$ cat config.mk
export PLATFORM = sky130hd
export DESIGN_NAME = tile_collider
export DESIGN_NICKNAME = d
export VERILOG_FILES = /design/src/rtl/tile_collider.sv
export SDC_FILE = /design/constraint.sdc
export NUM_CORES = 1
export LEC_CHECK = 0
export BUFFER_PORTS_ARGS = -buffer_cell sky130_fd_sc_hd__buf_2
export CAP_MARGIN = 5
export CELL_PAD_IN_SITES_DETAIL_PLACEMENT = 0
export CELL_PAD_IN_SITES_GLOBAL_PLACEMENT = 1
export CORE_MARGIN = 4
export CORE_UTILIZATION = 45
export CTS_BUF_LIST = sky130_fd_sc_hd__clkbuf_8
export CTS_CLUSTER_SIZE = 28
export DETAILED_ROUTE_END_ITERATION = 12
export PLACE_DENSITY_LB_ADDON = 0.08
export SYNTH_ARGS = -nofsm -noshare
export SYNTH_HDL_FRONTEND = slang
export SYNTH_SLANG_ARGS = --single-unit
$ cat constraint.sdc
create_clock -name clk -period 4 [get_ports clk]
set_clock_uncertainty 0.2 [all_clocks]
set_input_delay 0.8 -clock clk [delete_from_list [all_inputs] [get_ports clk]]
set_output_delay 0.8 -clock clk [all_outputs]
set_load 0.1 [all_outputs]
$ cat src/rtl/tile_collider.sv
// tile_collider: multi-cycle box-vs-tile-map collision scan with early exit on first solid tile.
// Define TILE_COLLIDER_HIT_POS_EN to add resp_tx/resp_ty reporting the first solid tile.
module tile_collider #(
  parameter int MAP_W      = 16,
  parameter int MAP_H      = 16,
  parameter int TILE_SHIFT = 3,
  parameter int COORD_W    = 16,
  parameter int DIM_W      = 8
) (
  input  logic                            clk,
  input  logic                            rst_n,
  input  logic                            req_valid,
  output logic                            req_ready,
  input  logic [COORD_W-1:0]              req_x,
  input  logic [COORD_W-1:0]              req_y,
  input  logic [DIM_W-1:0]                req_w,
  input  logic [DIM_W-1:0]                req_h,
  output logic                            map_rd,
  output logic [$clog2(MAP_W*MAP_H)-1:0]  map_addr,
  input  logic                            map_data,
  output logic                            resp_valid,
  input  logic                            resp_ready,
  output logic                            resp_solid
`ifdef TILE_COLLIDER_HIT_POS_EN
  ,
  output logic [$clog2(MAP_W)-1:0]        resp_tx,
  output logic [$clog2(MAP_H)-1:0]        resp_ty
`endif
);
  localparam int TXW = $clog2(MAP_W);
  localparam int TYW = $clog2(MAP_H);
  localparam int CW  = COORD_W + 1;
  localparam logic [CW-1:0] XMAX = CW'((MAP_W << TILE_SHIFT) - 1);
  localparam logic [CW-1:0] YMAX = CW'((MAP_H << TILE_SHIFT) - 1);
  typedef enum logic [1:0] {IDLE, SETUP, SCAN, RESP} state_t;
  state_t state;
  logic [COORD_W-1:0] lx, ly;
  logic [DIM_W-1:0] lw, lh;
  logic [CW-1:0] xc, yc, xe, ye;
  logic [TXW-1:0] tx0, tx1, rd_tx, sx0, sx1;
  logic [TYW-1:0] ty1, rd_ty, sy0, sy1;
  logic d_valid, d_last, rd_last, fin;
`ifdef TILE_COLLIDER_HIT_POS_EN
  logic [TXW-1:0] d_tx;
  logic [TYW-1:0] d_ty;
`endif
  always_comb begin
    xc = lx[COORD_W-1] ? '0 : CW'(lx);
    yc = ly[COORD_W-1] ? '0 : CW'(ly);
    xe = xc + CW'(lw) - CW'(1);
    ye = yc + CW'(lh) - CW'(1);
    sx0 = TXW'((xc > XMAX ? XMAX : xc) >> TILE_SHIFT);
    sx1 = TXW'((xe > XMAX ? XMAX : xe) >> TILE_SHIFT);
    sy0 = TYW'((yc > YMAX ? YMAX : yc) >> TILE_SHIFT);
    sy1 = TYW'((ye > YMAX ? YMAX : ye) >> TILE_SHIFT);
    rd_last = (rd_tx == tx1) && (rd_ty == ty1);
    fin = d_valid && (map_data || d_last);
  end
  assign map_addr  = {rd_ty, rd_tx};
  assign req_ready = rst_n && (state == IDLE);
  // Two-stage scan: the read on the bus now, and the one whose data is returning now.
  always_ff @(posedge clk) begin
    if (!rst_n) begin
      state      <= IDLE;
      lx         <= '0;
      ly         <= '0;
      lw         <= '0;
      lh         <= '0;
      tx0        <= '0;
      tx1        <= '0;
      ty1        <= '0;
      rd_tx      <= '0;
      rd_ty      <= '0;
      d_valid    <= 1'b0;
      d_last     <= 1'b0;
      map_rd     <= 1'b0;
      resp_valid <= 1'b0;
      resp_solid <= 1'b0;
`ifdef TILE_COLLIDER_HIT_POS_EN
      d_tx       <= '0;
      d_ty       <= '0;
      resp_tx    <= '0;
      resp_ty    <= '0;
`endif
    end else begin
      case (state)
        IDLE: if (req_valid) begin
          lx    <= req_x;
          ly    <= req_y;
          lw    <= req_w;
          lh    <= req_h;
          state <= SETUP;
        end
        SETUP: begin
          d_valid <= 1'b0;
          if (lw == '0 || lh == '0) begin
            state      <= RESP;
            resp_valid <= 1'b1;
            resp_solid <= 1'b0;
          end else begin
            tx0    <= sx0;
            tx1    <= sx1;
            ty1    <= sy1;
            rd_tx  <= sx0;
            rd_ty  <= sy0;
            map_rd <= 1'b1;
            state  <= SCAN;
          end
        end
        SCAN: begin
          d_valid <= map_rd;
          d_last  <= rd_last;
`ifdef TILE_COLLIDER_HIT_POS_EN
          d_tx    <= rd_tx;
          d_ty    <= rd_ty;
`endif
          if (fin) begin
            state      <= RESP;
            map_rd     <= 1'b0;
            resp_valid <= 1'b1;
            resp_solid <= map_data;
`ifdef TILE_COLLIDER_HIT_POS_EN
            resp_tx    <= map_data ? d_tx : '0;
            resp_ty    <= map_data ? d_ty : '0;
`endif
          end else begin
            map_rd <= map_rd && !rd_last;
            if (map_rd && !rd_last) begin
              rd_tx <= (rd_tx == tx1) ? tx0 : rd_tx + 1'b1;
              rd_ty <= (rd_tx == tx1) ? rd_ty + 1'b1 : rd_ty;
            end
          end
        end
        RESP: if (resp_ready) begin
          resp_valid <= 1'b0;
          resp_solid <= 1'b0;
`ifdef TILE_COLLIDER_HIT_POS_EN
          resp_tx    <= '0;
          resp_ty    <= '0;
`endif
          state      <= IDLE;
        end
        default: state <= IDLE;
      endcase
    end
  end
endmodule
==> results_dict.tcl <==
set metrics [dict create \
    p_int_mw 2.37 \
    ant_nets 0 \
    initial_core_util_pct 45.8 \
    cts_hold_buf 0 \
    hpwlAfterDp_um 12200 \
    overflow 0 \
    drc 0 \
    vias_per_cell 5.49 \
    routed_wirelength_um 15900 \
    die_y_um 121 \
    grt_pass1_wl_um 26000 \
    cpPeakStageDelay_ns 0.45 \
    antennaDiodeCount 0 \
    first_global_vias 5133 \
    cts_setup_buffers 0 \
    layout_commonest_cell "nand2_1" \
    grtUsageTotal_pct 22.1 \
    clock_sinks 75 \
    startpoint "ly[15]" \
    setup_viol 0 \
    arrival_ns 3.65 \
    cp-start-kind "register" \
    switching_power_mw 2.57 \
    reg2reg_from "ly[15]" \
    worstPathRequired_ns 4.05 \
    hp-class "reg2reg" \
    nNetsFinal 952 \
    ys_seq_area_share_pct 26.0 \
    worstPathMaxFanout 16 \
    endpoint_kind "register" \
    async_reset_ff_share_pct 0 \
    synth.avg_cell_area_um2 7.38 \
    hold_ws_ns 0.261 \
    clk_latency_ns 0.38 \
    cts.path.max_buffers 2 \
    peakVddDrop_v 0.000241 \
    die_w_um 121 \
    cts-buffers-inserted 9 \
    finalHoldViolations 0 \
    drt-wirelength-per-cell_um 15.8 \
    synthFlopType "dfxtp_1" \
    die-area_um2 14700 \
    final_layout_size_suffix_gt1_share_pct 11.5 \
    maxCapViolCount 0 \
    reg2reg_setup_slack_ns 0.41 \
    critPathSlowestCell "dfxtp_1" \
    rows 41 \
    netlist_area_um2 5780 \
    cts_root_buf "clkbuf_8" \
    cp_cell_sequence "nand2b_1 -> ha_1 -> inv_1 -> ha_1 -> fa_1 -> a21oi_1 -> o22ai_1 -> or4_1 -> a21oi_1 -> mux2i_1 -> a2111oi_4 -> a31oi_1" \
    crit_type "reg2reg" \
    fin_crit_ns 3.59 \
    slew_violations 0 \
    vias 5532 \
    power.density_nw_per_um2 773 \
    synth_edf_count 0 \
    status "completed" \
    final_cell_mix "125 x nand2_1, 86 x inv_1, 84 x a21oi_1, 75 x dfxtp_1, 67 x ha_1" \
    core_um2 12600 \
    drt_first_pass_iters 5 \
    io_buffers 64 \
    path_delay_family "compound AO/OA/AOI/OAI gates" \
    p_leak_nw 2.79 \
    syn_nets 906 \
    grt_max_degree 54 \
    drt_iter0_markers 422 \
    place.gp.congestion 0.960 \
    seq_power_share_pct 22.0 \
    ctsResizeCount 0 \
    ys_ff_latch 75 \
    tns_ns 0 \
    cts_tree "built" \
    comb_power_share_pct 66.7 \
    min-delay-start "ly[13]" \
    power_frac_clock_pct 11.3 \
    synth_warnings 0 \
    fin_crit_sh_pct 89.9 \
    p_sw_share_pct 52.0 \
    synth_cell_type_count 65 \
    layout-area-overhead-vs-synth_pct 10.6 \
    rsz0062_at_grt "false" \
    fmax_mhz 278 \
    cp_num_buf_inv 1 \
    relSlewSlack_pct 38.1 \
    synth_cells 784 \
    pin_count 65 \
    antenna_found_initial 0 \
    htree_levels 3 \
    worstMarginPinSlew_ns 0.928 \
    clk_pin_slew_ns 0.09 \
]
[layer usage]
metal	track usage [%]	vias up	share of wire, %	routed length, um
met4	7.07	0	1.6	252
met2	32.4	154	42	6660
li1	-	2815	-	-
met3	3.40	16	5.0	787
met5	0	-	0	0
met1	33.0	2547	52	8190
[power by group through the flow]
stage	logic (mW)	registers, mW	clock network [mW]
2_1_floorplan	2.35	1.31	0
3_3_place_gp	3.24	1.10	0
3_5_place_dp	3.26	1.11	0
4_1_cts	3.28	1.09	0.581
5_1_grt	3.67	1.12	0.609
6_report	3.29	1.09	0.559
[synthesized netlist by cell type (all sizes together) (14+ instances only)]
cell type | count | area [um2]
clkbuf | 27 | 101
nand2b | 40 | 250
o21ai | 41 | 205
a21oi | 86 | 438
inv | 86 | 323
xnor2 | 14 | 123
nor3 | 14 | 70.1
nor2 | 39 | 146
nand2 | 125 | 469
dfxtp | 75 | 1500
ha | 67 | 838
nor4 | 14 | 93.8
o211ai | 14 | 110
[path summary, 6_finish.rpt]
path	end	depth (start not counted)
hold reg to reg	ly[13]	2
setup / recovery	ty1[2]	12
setup reg to reg	ty1[2]	12
hold / removal	ly[13]	2
[logic make-up after synthesis]
logic type               count (synthesis)  synth area share (%)
AO/OA/AOI/OAI                          216                  23.6
multiplexers                             7                  1.21
XOR/XNOR                                17                  2.57
AND/OR/NAND/NOR                        282                  23.6
adder cells (fa/ha/maj)                 69                  15.2
flip-flops                              75                  26.0
buffers and inverters                  118                  7.77
[area by class of cell]
class	count	area, um2
well taps	172	215
fillers	1341	6220
clock inverters	6	41.3
flip-flops and latches	75	1500
multi-input cells	591	3830
repair buffers	67	343
clock buffers	10	138
inverters	86	323
[metrics by stage]
| stage | cell area, um2 | setup slack, ns | total power [mW] | instances | utilization (%) |
|---|---|---|---|---|---|
| 2_1_floorplan | 5780 | 0.693 | 3.66 | 784 | - |
| 3_3_place_gp | 6220 | 0.555 | 4.34 | 991 | 49.3 |
| 3_5_place_dp | 6220 | 0.430 | 4.37 | 991 | 49.3 |
| 4_1_cts | 6390 | 0.406 | 4.95 | 1007 | 50.7 |
| 5_1_grt | 6390 | 0.0719 | 5.40 | 1007 | 50.7 |
| 6_report | 6390 | 0.405 | 4.94 | 1007 | 50.7 |
[sequential cells by signal, indices dropped and copies added (netlist names), 2 cells and up]
name   flops
rd_tx      4
ty1        4
rd_ty      4
tx0        4
lx        16
ly        16
tx1        4
lw         8
state      2
lh         8
[tightest hold or removal path, cell delays in order (launching register included)]
cell	delay (ns)
dfxtp_1	0.32
nand2_1	0.05
a21oi_1	0.05
Note: power is estimated with default switching activity, not from simulation.
